[src/rtl/freq_sched.sv]
// freq_sched: per-frame tone scheduler for the first-stage frequency selector.
// Walks a programmable ascending table of FFT bin numbers against the incoming
// k stream and emits a select strobe plus tone slot index for every matched bin.
// Optional build macro: FREQ_SCHED_MISS_CNT_EN enables missed-tone accounting;
// without it miss_count is tied to zero and only the pointer advance remains.
module freq_sched #(
  parameter int N_TONES   = 128,
  parameter int K_WIDTH   = 14,
  parameter int IDX_WIDTH = 7
) (
  input  logic                 dev_clk,
  input  logic                 dev_rstn,
  input  logic                 cfg_we,
  input  logic [IDX_WIDTH-1:0] cfg_addr,
  input  logic [K_WIDTH-1:0]   cfg_k,
  input  logic [IDX_WIDTH:0]   cfg_num,
  input  logic                 enable,
  input  logic [K_WIDTH-1:0]   k_in,
  input  logic                 valid_in,
  input  logic                 frame_last,
  output logic                 sel_valid,
  output logic [IDX_WIDTH-1:0] sel_index,
  output logic                 frame_done,
  output logic [15:0]          frame_count,
  output logic [15:0]          miss_count,
  output logic                 busy,
  output logic                 cfg_err
);

  localparam int PW = IDX_WIDTH + 1;
  localparam logic [PW-1:0] PTR_ZERO = {PW{1'b0}};
  localparam logic [PW-1:0] PTR_ONE  = {{IDX_WIDTH{1'b0}}, 1'b1};

  typedef enum logic [1:0] {
    ST_IDLE = 2'd0,
    ST_ARM  = 2'd1,
    ST_SCAN = 2'd2,
    ST_DONE = 2'd3
  } state_t;

  state_t               r_state;
  state_t               w_state_nxt;
  logic [PW-1:0]        r_ptr;
  logic [PW-1:0]        w_ptr_nxt;
  logic [PW-1:0]        r_num;
  logic [K_WIDTH-1:0]   r_tab [N_TONES];
  logic                 r_sel_valid;
  logic [IDX_WIDTH-1:0] r_sel_index;
  logic                 r_frame_done;
  logic [15:0]          r_frame_count;
  logic                 r_busy;
  logic                 r_cfg_err;

  logic [PW-1:0]        w_ptr_eff;
  logic [PW-1:0]        w_ptr_adv;
  logic [K_WIDTH-1:0]   w_tab_k;
  logic                 w_scan;
  logic                 w_active;
  logic                 w_hit;
  logic                 w_skip;
  logic                 w_last;
  logic                 w_start;

  // Tone table: writable only while idle, contents deliberately not reset
  always_ff @(posedge dev_clk) begin
    if (dev_rstn && cfg_we && (r_state == ST_IDLE)) begin
      r_tab[cfg_addr] <= cfg_k;
    end
  end

  // Beat evaluation: a beat seen in DONE is the first beat of the next frame, so it uses ptr 0
  always_comb begin
    w_ptr_eff = (r_state == ST_DONE) ? PTR_ZERO : r_ptr;
    w_scan    = (r_state == ST_SCAN) || ((r_state == ST_DONE) && enable);
    w_active  = w_scan && valid_in && (w_ptr_eff < r_num);
    w_tab_k   = r_tab[w_ptr_eff[IDX_WIDTH-1:0]];
    w_hit     = w_active && (k_in == w_tab_k);
    w_skip    = w_active && (k_in > w_tab_k);
    w_ptr_adv = (w_hit || w_skip) ? (w_ptr_eff + PTR_ONE) : w_ptr_eff;
    w_last    = w_scan && valid_in && frame_last;
    w_start   = (r_state == ST_IDLE) && enable;
  end

  // Next-state and pointer update for the frame walker
  always_comb begin
    w_state_nxt = r_state;
    w_ptr_nxt   = r_ptr;
    case (r_state)
      ST_IDLE: begin
        w_ptr_nxt = PTR_ZERO;
        if (enable) begin
          w_state_nxt = ST_ARM;
        end else begin
          w_state_nxt = ST_IDLE;
        end
      end
      ST_ARM: begin
        w_ptr_nxt = PTR_ZERO;
        if (valid_in && frame_last) begin
          w_state_nxt = ST_SCAN;
        end else begin
          w_state_nxt = ST_ARM;
        end
      end
      ST_SCAN: begin
        if (w_last) begin
          w_ptr_nxt   = PTR_ZERO;
          w_state_nxt = ST_DONE;
        end else begin
          w_ptr_nxt   = w_ptr_adv;
          w_state_nxt = ST_SCAN;
        end
      end
      ST_DONE: begin
        if (!enable) begin
          w_ptr_nxt   = PTR_ZERO;
          w_state_nxt = ST_IDLE;
        end else if (w_last) begin
          w_ptr_nxt   = PTR_ZERO;
          w_state_nxt = ST_DONE;
        end else begin
          w_ptr_nxt   = w_ptr_adv;
          w_state_nxt = ST_SCAN;
        end
      end
      default: begin
        w_ptr_nxt   = PTR_ZERO;
        w_state_nxt = ST_IDLE;
      end
    endcase
  end

  // State, pointer and registered outputs
  always_ff @(posedge dev_clk) begin
    if (!dev_rstn) begin
      r_state       <= ST_IDLE;
      r_ptr         <= PTR_ZERO;
      r_num         <= PTR_ZERO;
      r_sel_valid   <= 1'b0;
      r_sel_index   <= {IDX_WIDTH{1'b0}};
      r_frame_done  <= 1'b0;
      r_frame_count <= 16'h0000;
      r_busy        <= 1'b0;
      r_cfg_err     <= 1'b0;
    end else begin
      r_state      <= w_state_nxt;
      r_ptr        <= w_ptr_nxt;
      r_sel_valid  <= w_hit;
      r_frame_done <= (r_state == ST_DONE);
      r_busy       <= (w_state_nxt != ST_IDLE);
      r_cfg_err    <= cfg_we && (r_state != ST_IDLE);
      if (w_hit) begin
        r_sel_index <= w_ptr_eff[IDX_WIDTH-1:0];
      end
      if (w_start) begin
        r_num         <= cfg_num;
        r_frame_count <= 16'h0000;
      end else if (r_state == ST_DONE) begin
        r_frame_count <= r_frame_count + 16'h0001;
      end
    end
  end

`ifdef FREQ_SCHED_MISS_CNT_EN
  logic [PW:0]   w_miss_add;
  logic [16:0]   w_miss_sum;
  logic [15:0]   r_miss_count;

  // Missed tones this beat: one for a skipped slot, plus all unvisited slots at frame end
  always_comb begin
    w_miss_add = {{PW{1'b0}}, w_skip};
    if (w_last) begin
      w_miss_add = w_miss_add + {1'b0, (r_num - w_ptr_adv)};
    end else begin
      w_miss_add = w_miss_add;
    end
    w_miss_sum = {1'b0, r_miss_count} + {{(16 - PW){1'b0}}, w_miss_add};
  end

  // Saturating miss counter, cleared when a run starts
  always_ff @(posedge dev_clk) begin
    if (!dev_rstn) begin
      r_miss_count <= 16'h0000;
    end else if (w_start) begin
      r_miss_count <= 16'h0000;
    end else if (w_miss_sum[16]) begin
      r_miss_count <= 16'hFFFF;
    end else begin
      r_miss_count <= w_miss_sum[15:0];
    end
  end

  assign miss_count = r_miss_count;
`else
  assign miss_count = 16'h0000;
`endif

  assign sel_valid   = r_sel_valid;
  assign sel_index   = r_sel_index;
  assign frame_done  = r_frame_done;
  assign frame_count = r_frame_count;
  assign busy        = r_busy;
  assign cfg_err     = r_cfg_err;

endmodule

[config.mk]
export PLATFORM = sky130hd
export DESIGN_NAME = freq_sched
export DESIGN_NICKNAME = d
export VERILOG_FILES = /design/src/rtl/freq_sched.sv
export SDC_FILE = /design/constraint.sdc
export NUM_CORES = 2
export LEC_CHECK = 0
export ABC_CLOCK_PERIOD_IN_PS = 4700
export BUFFER_PORTS_ARGS = -buffer_cell sky130_fd_sc_hd__buf_2
export CAP_MARGIN = 30
export CORE_MARGIN = 2
export CORE_UTILIZATION = 36
export CTS_BUF_LIST = sky130_fd_sc_hd__clkbuf_8
export CTS_CLUSTER_SIZE = 40
export DETAILED_ROUTE_END_ITERATION = 6
export GPL_TIMING_DRIVEN = 0
export MAX_ROUTING_LAYER = met4
export PLACE_DENSITY_LB_ADDON = 0.15
export RECOVER_POWER = 100
export SLEW_MARGIN = 20
export SYNTH_ARGS = -nofsm -noshare
export SYNTH_HDL_FRONTEND = slang
export SYNTH_SLANG_ARGS = --single-unit
[constraint.sdc]
create_clock -name dev_clk -period 4.7 [get_ports dev_clk]
set_input_delay 0.47 -clock dev_clk [delete_from_list [all_inputs] [get_ports dev_clk]]
set_output_delay 0.47 -clock dev_clk [all_outputs]
set_load 0.05 [all_outputs]
==> flow_summary.ini <==
[route]
vias_per_cell = 6.29
vias = 54200
first_pass_iters = 7
post-route-drc-count = 1
totalWireLength_mm = 353
drtIter0Drc = 9247
ant_nets = 0
wire_per_inst_um = 41.0

[power_and_ir_drop]
power.density_mw_per_mm2 = 353
power.leakage_nw = 29.2
p_total_mw = 32.2
ir_drop_mv = 0.304

[worst_setup_path]
cp_top_family = simple AND/OR/NAND/NOR gates
cp_cell_sequence = buf_6 -> buf_12 -> buf_2 -> a21oi_1 -> a21oi_1 -> o22ai_1 -> o211ai_1 -> nand4_1 -> nor3_2 -> a31oi_4 -> ha_4 -> nand4_1 -> buf_6 -> nor4_4 -> a211oi_2 -> o221a_4 -> or2_4 -> or3_1 -> a21oi_1
path_buf_inv = 4
r2r_slack_ps = -250
crit_slowest_cell = buf_2
crit_type = register to register
crit_path_max_fanout = 10
critPathMaxStageDelay_ps = 520
critPathArrivalTime_ps = 5930
worst_path_most_repeated_cell = a21oi_1
end_kind = register
start_kind = register
worstPathRequired_ps = 5680

[global_route]
grt_util_met2_pct = 47.0
antenna_found_initial = 38
track_usage_pct = 33.6
gr-total-overflow = 0
globalRoute.busiestLayer = met2
met3_usage_pct = 11.2
grt_max_degree = 82
grt.met1_usage_pct = 42.4
grt_pass1_vias = 50000
grt_pass1_wl_mm = 457

[synth]
synth_enable_flop_cells = 1792
synth_top_cell_area_share_pct = 72.2
synth_top_area_cell = edfxtp_1
syn_avg_cell_area_um2 = 15.1
ys_seq_area_share_pct = 73.5
synth_area_mm2 = 0.0745
synthTopCellsByCount = 1792 x edfxtp_1, 373 x nor2_1, 353 x a21oi_1
async_flop_share_pct = 0
post-synth-top-count-cell = edfxtp_1
synthCells = 4924
synth_ff_type = edfxtp_1
ys_seq_elements = 1837
synth_cell_types = 79
synth_area_leaders = edfxtp_1 72%, mux2i_1 4.1%, a21oi_1 2.4%
ys_warn_count = 0

[sta]
tns_ps = -3030
setup_viol = 69
layout_setup_ws_ps = -248
rsz0062_at_grt = yes
fmax_mhz = 202
period_share_pct = 105
finalCriticalPeriod_ps = 4950
worstMarginPinSlew_ps = 4880
hold_viol_final = 0
max_slew_margin_pct = -225
slew_viol_final = 1522
worst_clock_skew_ps = 61.1

[floorplan]
core_mm2 = 0.205
pin_count = 92
row_count = 166
start_util_pct = 36.3
die_area_mm2 = 0.211
die_x_um = 459
die_y_um = 459

[clock_tree]
cts_buffers = 326
clk-insertion-delay-late_ps = 1110
path_clk_slew_ps = 60
cts-root-buf = clkbuf_8
cts_tree = built
cts_buffer_depth = 4
cts_sinks = 1837
htreeDepth = 5

[place]
port_buffers = 73
gp_congestion = 1.06
dp_hpwl_mm = 246
placed_cells_incl_taps = 7861

[flow_run]
maxCapViolCount = 37

[layout]
fill_cells = 18600
drive_gt1_share_pct = 21.7
area_delta_synth_final_pct = 22.4
nets = 5747
stdcell_count = 8612

[status]
violations = design-rule violations, max-capacitance violations, max-slew violations, negative setup slack
outcome = complete, but fails checks

[hold_path]
worstHoldPathType = primary input to register
-- path summary, 6_finish.rpt --
kind | start | endpoint | cells past startpoint
hold / removal | valid_in | busy | 4
hold reg to reg | sel_index[4] | sel_index[4] | 2
setup reg to reg | r_state[1] | r_ptr[3] | 19
setup / recovery | r_state[1] | r_ptr[3] | 19
-- cells by family after synthesis --
kind of cell / synth area share, %
adders and majority gates: 0.386
buffers and inverters: 2.83
other: 0.00503
and+or+nand+nor: 5.33
AOI/OAI and AO/OA: 12.0
xor gates and xnor gates: 0.200
muxes: 5.76
DFF: 73.5
-- cell type report --
type	instances	area [µm²]	area share, %
flip-flops and latches	1837	54700	60.0
diodes	32	80.1	0.0878
multi-input cells	2686	19500	21.4
clock inverters	209	870	0.954
clock buffers	336	4620	5.07
inverters	24	128	0.140
plain buffers	390	4690	5.15
repair buffers	410	3170	3.47
well taps	2688	3360	3.69
-- registers in the layout (all words and copies together) (netlist names) --
register	count
r_state	2
frame_count	16
sel_index	7
frame_done	1
cfg_err	1
r_num	8
sel_valid	1
r_tab	1792
busy	1
r_ptr	8
-- per-layer routing --
layer / part of all wire (%) / routed length [µm] / vias to the layer above
met5: 0 / 0 / -
met4: 7.1 / 25100 / 0
met3: 13 / 46500 / 1067
met2: 42 / 149000 / 4171
met1: 38 / 132000 / 27700
li1: - / - / 21200
-- where the power goes --
part | switching (mW) | internal (mW)
Sequential | 0.00720 | 18.0
Clock | 6.75 | 6.66
Combinational | 0.617 | 0.157
Total | 7.37 | 24.8
-- through the flow --
stage	utilization, %	cell area, µm²	setup slack (ps)	hold WS [ps]
floorplan	-	74500	753	437
CTS	44.8	91800	-7.73	14.7
finish	44.4	91200	-248	100
global route	44.4	91200	-203	69.9
global placement	38.1	78300	-4520	481
detailed placement	39.5	81100	-2860	484
-- tightest hold or removal path: stages --
cell and delay (ps):
buf_2 120, nand2_1 100, a2111oi_0 120, or2_2 290
-- placed cells by master, fill, tap and decap left out, types with 17 or more instances in the layout --
cell and n:
clkinv_2 17, nor3_1 23, a221oi_2 24, buf_8 49, clkbuf_2 39, dlygate4sd3_1 39, diode_2 32, clkbuf_1 165
a211oi_1 52, edfxtp_1 1792, nand3_1 78, ha_1 20, nand2_1 233, mux2i_1 301, buf_12 67, o22ai_1 218
a21oi_1 333, a311oi_1 21, a221oi_1 72, mux2_2 82, clkinv_1 77, and3_1 47, o221ai_1 25, a221o_1 82
o211ai_1 49, o21ai_0 160, buf_6 99, buf_2 50, dfxtp_1 40, or3_1 38, o22a_1 17, nor2_1 354
clkbuf_8 358, inv_1 125, buf_4 185, clkbuf_4 34, buf_16 33, a31oi_1 33
-- repair_timing --
item | CTS | global route
pin swaps | 109 | 27
setup buffers | 82 | 52
hold buffers | 39 | 0
resized for setup | 1010 | 103
cloned | 5 | 1
setup endpoints to repair | 16 | 16
endpoints found under the hold margin | 884 | 0
Power figures use the tool's default switching activity.
